File: src/rtl/escalonador_temporizador_pkg.sv
// Shared types and helpers for the interval-counter scheduler.
package escalonador_temporizador_pkg;

  localparam int unsigned StateW  = 2;
  localparam int unsigned DefCntW = 32;

  typedef enum logic [StateW-1:0] {
    StIdle = 2'd0,
    StRun  = 2'd1,
    StDone = 2'd2
  } state_e;

  // Rotation pointer advance, wrapping at the requester count.
  function automatic int unsigned next_ptr(input int unsigned cur, input int unsigned n);
    return (cur + 32'd1 >= n) ? 32'd0 : cur + 32'd1;
  endfunction

endpackage

File: src/rtl/escalonador_temporizador_arbitro_rr.sv
// Combinational round-robin picker: first set request at or after ptr_i, wrapping.
module escalonador_temporizador_arbitro_rr #(
  parameter int unsigned N_REQ = 4,
  parameter int unsigned IDX_W = $clog2(N_REQ)
) (
  input  logic [N_REQ-1:0] req_i,
  input  logic [IDX_W-1:0] ptr_i,
  output logic             valid_o,
  output logic [IDX_W-1:0] winner_o
);

  // Scan ptr, ptr+1, ... modulo N_REQ and keep the first hit.
  always_comb begin
    int unsigned j;
    logic [IDX_W-1:0] jj;
    valid_o  = 1'b0;
    winner_o = '0;
    j        = 0;
    jj       = '0;
    for (int unsigned k = 0; k < N_REQ; k++) begin
      j  = (32'(ptr_i) + k) % N_REQ;
      jj = IDX_W'(j);
      if (!valid_o && req_i[jj]) begin
        valid_o  = 1'b1;
        winner_o = jj;
      end
    end
  end

endmodule

File: src/rtl/escalonador_temporizador.sv
// Shares one interval counter among N_REQ requesters, granted round-robin.
module escalonador_temporizador
  import escalonador_temporizador_pkg::*;
#(
  parameter int unsigned N_REQ = 4,
  parameter int unsigned CNT_W = DefCntW,
  parameter int unsigned IDX_W = $clog2(N_REQ)
) (
  input  logic                   clk_i,
  input  logic                   sw_ni,
  input  logic [N_REQ-1:0]       req_i,
  input  logic [N_REQ*CNT_W-1:0] dur_i,
  output logic [N_REQ-1:0]       grant_o,
  output logic                   busy_o,
  output logic [N_REQ-1:0]       done_o,
  output logic [N_REQ-1:0]       abort_o,
  output logic [CNT_W-1:0]       tempo_o,
  output logic [IDX_W-1:0]       owner_o
);

  state_e             state_q;
  logic [IDX_W-1:0]   owner_q;
  logic [IDX_W-1:0]   ptr_q;
  logic [CNT_W-1:0]   limit_q;
  logic [CNT_W-1:0]   tempo_q;
  logic [N_REQ-1:0]   grant_q;
  logic [N_REQ-1:0]   done_q;
  logic [N_REQ-1:0]   abort_q;
  logic               busy_q;

  logic               arb_valid;
  logic [IDX_W-1:0]   arb_winner;
  logic [CNT_W-1:0]   win_dur;
  logic [N_REQ-1:0]   win_oh;
  logic [IDX_W-1:0]   ptr_after;

  escalonador_temporizador_arbitro_rr #(
    .N_REQ (N_REQ),
    .IDX_W (IDX_W)
  ) u_arbitro_rr (
    .req_i    (req_i),
    .ptr_i    (ptr_q),
    .valid_o  (arb_valid),
    .winner_o (arb_winner)
  );

  // Duration of the candidate winner and helpers for the FSM.
  always_comb begin
    win_dur   = CNT_W'(dur_i >> (32'(arb_winner) * CNT_W));
    win_oh    = N_REQ'(1) << arb_winner;
    ptr_after = IDX_W'(next_ptr(32'(owner_q), N_REQ));
  end

  // Scheduler FSM with counter, pointer and registered outputs.
  always_ff @(posedge clk_i or negedge sw_ni) begin
    if (!sw_ni) begin
      state_q <= StIdle;
      owner_q <= '0;
      ptr_q   <= '0;
      limit_q <= '0;
      tempo_q <= '0;
      grant_q <= '0;
      done_q  <= '0;
      abort_q <= '0;
      busy_q  <= 1'b0;
    end else begin
      done_q  <= '0;
      abort_q <= '0;
      unique case (state_q)
        StIdle: begin
          tempo_q <= '0;
          grant_q <= '0;
          busy_q  <= 1'b0;
          if (arb_valid) begin
            owner_q <= arb_winner;
            limit_q <= win_dur;
            grant_q <= win_oh;
            busy_q  <= 1'b1;
            if (win_dur == '0) begin
              // Zero-length interval completes without any RUN cycle.
              state_q <= StDone;
              done_q  <= win_oh;
            end else begin
              state_q <= StRun;
            end
          end
        end
        StRun: begin
          // Completion wins over a cancel seen in the same cycle.
          if (tempo_q == limit_q - CNT_W'(1)) begin
            state_q <= StDone;
            done_q  <= grant_q;
          end else if (!req_i[owner_q]) begin
            state_q <= StIdle;
            abort_q <= grant_q;
            grant_q <= '0;
            busy_q  <= 1'b0;
            tempo_q <= '0;
            ptr_q   <= ptr_after;
          end else begin
            tempo_q <= tempo_q + CNT_W'(1);
          end
        end
        StDone: begin
          state_q <= StIdle;
          grant_q <= '0;
          busy_q  <= 1'b0;
          tempo_q <= '0;
          ptr_q   <= ptr_after;
        end
        default: begin
          state_q <= StIdle;
          grant_q <= '0;
          busy_q  <= 1'b0;
          tempo_q <= '0;
        end
      endcase
    end
  end

  assign grant_o = grant_q;
  assign busy_o  = busy_q;
  assign done_o  = done_q;
  assign abort_o = abort_q;
  assign tempo_o = tempo_q;
  assign owner_o = owner_q;

endmodule
File: config.mk
export PLATFORM = sky130hd
export DESIGN_NAME = escalonador_temporizador
export DESIGN_NICKNAME = d
export VERILOG_FILES = /design/src/rtl/escalonador_temporizador_pkg.sv /design/src/rtl/escalonador_temporizador_arbitro_rr.sv /design/src/rtl/escalonador_temporizador.sv
export SDC_FILE = /design/constraint.sdc
export NUM_CORES = 1
export LEC_CHECK = 0
export ABC_AREA = 1
export BUFFER_PORTS_ARGS = -buffer_cell sky130_fd_sc_hd__buf_2
export CORE_UTILIZATION = 28
export CTS_CLUSTER_DIAMETER = 30
export DETAILED_ROUTE_END_ITERATION = 7
export SKIP_CTS_REPAIR_TIMING = 1
export SLEW_MARGIN = 20
export SYNTH_ARGS = -nofsm -noshare
export SYNTH_HDL_FRONTEND = slang
export SYNTH_SLANG_ARGS = --single-unit
File: constraint.sdc
create_clock -name clk_i -period 2.5 [get_ports clk_i]
set_clock_uncertainty 0.05 [all_clocks]
set_input_delay 0.25 -clock clk_i [delete_from_list [all_inputs] [get_ports clk_i]]
set_output_delay 0.25 -clock clk_i [all_outputs]
set_load 0.03 [all_outputs]
==> flow_results.xml <==
<?xml version="1.0" encoding="UTF-8"?>
<metrics>
  <group name="run_status">
    <metric name="run_status" unit="">finished with violations</metric>
    <metric name="failing_checks" unit="">negative setup slack</metric>
  </group>
  <group name="floorplanning">
    <metric name="coreArea" unit="µm²">24300</metric>
    <metric name="placementRows" unit="">57</metric>
    <metric name="start_util" unit="">0.285</metric>
    <metric name="ioPinCount" unit="">181</metric>
    <metric name="die-area" unit="µm²">25400</metric>
    <metric name="die_w" unit="µm">159</metric>
    <metric name="chipHeight" unit="µm">159</metric>
  </group>
  <group name="timing">
    <metric name="max_slew.worst_pin.slew" unit="ps">589</metric>
    <metric name="min_period_over_period" unit="">1.07</metric>
    <metric name="timing.max_slew.rel_slack" unit="">0.607</metric>
    <metric name="post-route-worst-setup-slack" unit="ps">-185</metric>
    <metric name="clock.fmax" unit="MHz">372</metric>
    <metric name="finalSetupViolations" unit="">13</metric>
    <metric name="timing.final.max_slew_violations" unit="">0</metric>
    <metric name="fin_crit" unit="ps">2690</metric>
    <metric name="rsz0062_at_grt" unit="">yes</metric>
    <metric name="finalHoldViolations" unit="">0</metric>
    <metric name="finalHoldWorstSlack" unit="ps">243</metric>
  </group>
  <group name="synthesis">
    <metric name="avgSynthCellArea" unit="µm²">6.26</metric>
    <metric name="syn_area" unit="µm²">6930</metric>
    <metric name="synth_enable_flop_cells" unit="">0</metric>
    <metric name="synth_warnings" unit="">0</metric>
    <metric name="synth-async-reset-ratio" unit="">1.00</metric>
    <metric name="postSynth.topFlopCell" unit="">dfrtp_1</metric>
    <metric name="synth.cells.most_frequent" unit="">nand2_1 (425), nor2_1 (121), nand3_1 (92), inv_1 (85), dfrtp_1 (83)</metric>
    <metric name="synth_area_leaders" unit="">dfrtp_1 (30%), nand2_1 (23%), xor2_1 (7.7%)</metric>
    <metric name="synth_nets" unit="">1247</metric>
    <metric name="synth_most_common_cell" unit="">nand2_1</metric>
    <metric name="yosysUniqueCellTypes" unit="">35</metric>
    <metric name="netlist_instances" unit="">1108</metric>
    <metric name="yosys.area.top_type" unit="">dfrtp_1</metric>
    <metric name="ffs_latches_synth" unit="">83</metric>
    <metric name="synth_seq_area_share" unit="">0.300</metric>
    <metric name="synth_largest_type_area_fraction" unit="">0.300</metric>
  </group>
  <group name="power_and_ir_drop">
    <metric name="net_sw_frac" unit="">0.492</metric>
    <metric name="cellInternalPower" unit="mW">7.86</metric>
    <metric name="leak_pwr" unit="nW">5.41</metric>
    <metric name="clockPowerShare" unit="">0.080</metric>
    <metric name="pwr_density_cell" unit="nW/µm²">1480</metric>
    <metric name="seq_power_share" unit="">0.140</metric>
    <metric name="total_switching_power" unit="mW">7.61</metric>
    <metric name="ir_worst_vdd" unit="V">0.00124</metric>
    <metric name="combinational_group_share_of_total_power" unit="">0.780</metric>
    <metric name="total_power" unit="mW">15.5</metric>
  </group>
  <group name="global_route">
    <metric name="grt_usage" unit="">0.192</metric>
    <metric name="grt_pass1_wl" unit="µm">39100</metric>
    <metric name="vias_in_the_first_global_route" unit="">7837</metric>
    <metric name="antenna_violations_before_repair" unit="">0</metric>
    <metric name="grt_start_max_net_pins" unit="">65</metric>
    <metric name="grt_overflow" unit="">0</metric>
  </group>
  <group name="setup_path">
    <metric name="worstPathBufferInverterCount" unit="">4</metric>
    <metric name="critical_path.startpoint_type" unit="">flop</metric>
    <metric name="critPathRequiredTime" unit="ps">2740</metric>
    <metric name="critical_path.most_common_cell" unit="">nand2_2</metric>
    <metric name="timing.critical_path.max_delay_family" unit="">simple AND/OR/NAND/NOR gates</metric>
    <metric name="cp-end-kind" unit="">flop</metric>
    <metric name="criticalPathCategory" unit="">reg2reg</metric>
    <metric name="worstPathMaxFanout" unit="">7</metric>
    <metric name="timing.critical_path.arrival" unit="ps">2920</metric>
    <metric name="worstSetupStartpoint" unit="">ptr_q[0]$_DFFE_PN0P_</metric>
    <metric name="timing.critical_path.cells" unit="">buf_6 -&gt; nand2_2 -&gt; nand2_4 -&gt; nand2_2 -&gt; nand2_2 -&gt; nor2_4 -&gt; nand3_4 -&gt; nand3_4 -&gt; inv_8 -&gt; buf_6 -&gt; buf_4 -&gt; nand2_1 -&gt; nand2_2 -&gt; nand2_2 -&gt; nand2_2 -&gt; nor2_2 -&gt; nand2_1 -&gt; nor2_1 -&gt; nand2_2 -&gt; nor2_4 -&gt; nand2_1 -&gt; nand2_1</metric>
    <metric name="critical_path.max_stage_delay" unit="ps">450</metric>
    <metric name="crit-reg2reg-launch" unit="">ptr_q[0]$_DFFE_PN0P_</metric>
    <metric name="crit_slowest_cell" unit="">dfrtp_2</metric>
  </group>
  <group name="detailed_routing">
    <metric name="via_per_inst" unit="">4.57</metric>
    <metric name="vias" unit="">8238</metric>
    <metric name="post-route-drc-count" unit="">0</metric>
    <metric name="routed_wl" unit="µm">24600</metric>
    <metric name="drt-initial-drc-count" unit="">485</metric>
    <metric name="drtAntennaViolNets" unit="">0</metric>
    <metric name="avgRoutedWirePerCell" unit="µm">13.7</metric>
    <metric name="drtPass1Iterations" unit="">5</metric>
  </group>
  <group name="cells_and_area">
    <metric name="layout-drive-gt1-share" unit="">0.354</metric>
    <metric name="finalNetCount" unit="">1611</metric>
    <metric name="layout.cells.non_filler" unit="">1801</metric>
    <metric name="areaGrowthSynthToFinish" unit="%">51.2</metric>
    <metric name="finalCoreUtilization" unit="">0.431</metric>
    <metric name="antenna_cells" unit="">0</metric>
  </group>
  <group name="place">
    <metric name="dp.cells" unit="">1770</metric>
    <metric name="detailedPlace.worstSlack" unit="ps">-312</metric>
    <metric name="gp_congestion" unit="">0.913</metric>
    <metric name="detailedPlacementHpwl" unit="µm">19800</metric>
    <metric name="portBuffers" unit="">180</metric>
  </group>
  <group name="worst_hold_path">
    <metric name="timing.hold.worst.class" unit="">in2reg</metric>
    <metric name="holdCritStartpoint" unit="">dur_i[71]</metric>
  </group>
  <group name="clocking">
    <metric name="clk_transition_reported_paths" unit="ps">60</metric>
    <metric name="cts-htree-levels" unit="">3</metric>
    <metric name="clk_path_buf_depth" unit="">2</metric>
    <metric name="clk_lat_worst_skew" unit="ps">350</metric>
    <metric name="clock_tree_from_tritoncts" unit="">done</metric>
    <metric name="clock-root-buffer" unit="">clkbuf_16</metric>
    <metric name="numCtsBuffers" unit="">9</metric>
    <metric name="cts_sinks" unit="">83</metric>
  </group>
  <group name="flow_run">
    <metric name="drv_cap" unit="">0</metric>
  </group>
</metrics>
[kinds of logic (layout without fill, tap and decap cells)]
group | after synthesis | after routing | share of synthesized area
flip-flops | 83 | 83 | 0.300
adder cells (fa/ha/maj) | 5 | 5 | 0.00902
AO/OA/AOI/OAI | 91 | 91 | 0.0744
XOR/XNOR | 79 | 79 | 0.0998
buffers and inverters | 132 | 501 | 0.0801
AND/OR/NAND/NOR | 718 | 718 | 0.437
[metal layers]
| layer | share of wire | GRT usage | vias to the layer above |
|---|---|---|---|
| li1 | - | - | 4263 |
| met1 | 0.48 | 0.267 | 3697 |
| met2 | 0.46 | 0.312 | 257 |
| met3 | 0.043 | 0.0219 | 21 |
| met4 | 0.016 | 0.0546 | 0 |
| met5 | 0 | 0 | - |
[placed cells by master (no fill, tap or decap), types with 8 or more instances in the layout]
cell,count
nand3_2,8
buf_2,180
xor2_1,56
a31oi_1,17
nor3_1,20
buf_12,9
nand4_1,23
nor2_2,13
o21ai_0,36
inv_1,81
clkbuf_16,11
buf_6,8
nand2_1,388
nor2_1,101
o22ai_1,21
dfrtp_1,81
nor2_4,12
nand2_4,8
xnor2_1,18
nand2_2,39
buf_4,193
nand3_1,84
[per-stage QoR]
stage | setup TNS (ps) | area (µm²)
floorplan | 0 | 6940
global placement | -8840 | 9620
detailed placement | -11200 | 9620
CTS | -12120 | 9890
global route | -11580 | 10500
finish | -1090 | 10500
[state kept, by name (all words and copies together) (netlist names)]
signal and count:
abort_o 4, done_o 4, tempo_o 32, owner_o 2
ptr_q 2, busy_o 1, state_q 2, limit_q 32
grant_o 4
[power groups by stage]
stage	Clock (mW)	Sequential, mW	Combinational (mW)
6_report	1.24	2.16	12.1
5_1_grt	1.32	2.23	13.4
4_1_cts	1.27	2.13	10.9
3_5_place_dp	0	2.15	10.8
3_3_place_gp	0	2.14	10.8
2_1_floorplan	0	2.19	5.92
[final timing paths]
| check | to | slack (ps) | depth (start not counted) |
|---|---|---|---|
| max | done_o[1]$_DFF_PN0_ | -190 | 22 |
| min | limit_q[7]$_DFFE_PN0P_ | 240 | 5 |
| max reg2reg | done_o[1]$_DFF_PN0_ | -190 | 22 |
| min reg2reg | busy_o$_DFFE_PN0P_ | 440 | 2 |
| max in group asynchronous | ptr_q[1]$_DFFE_PN0P_ | 1360 | 3 |
| min in group asynchronous | tempo_o[21]$_DFFE_PN0P_ | 390 | 2 |
[final cells by class]
class	count	area [µm²]
fill	2565	13800
multi-input combinational	893	4680
clock inverter	6	42.5
inverter	92	363
tap	324	405
timing repair buffer	393	2680
clock buffer	10	229
sequential	83	2080
[worst register-to-register path, cell delays in order (launching register included)]
cell     delay [ps]
dfrtp_2         450
buf_6           160
nand2_2          80
nand2_4          70
nand2_2          70
nand2_2          60
nor2_4          170
nand3_4         120
nand3_4         150
inv_8            70
buf_6           130
buf_4           130
nand2_1          70
nand2_2          60
nand2_2          80
nand2_2          50
nor2_2           90
nand2_1          50
nor2_1          130
nand2_2         100
nor2_4          170
nand2_1          70
nand2_1          50
Power figures use the tool's default switching activity.
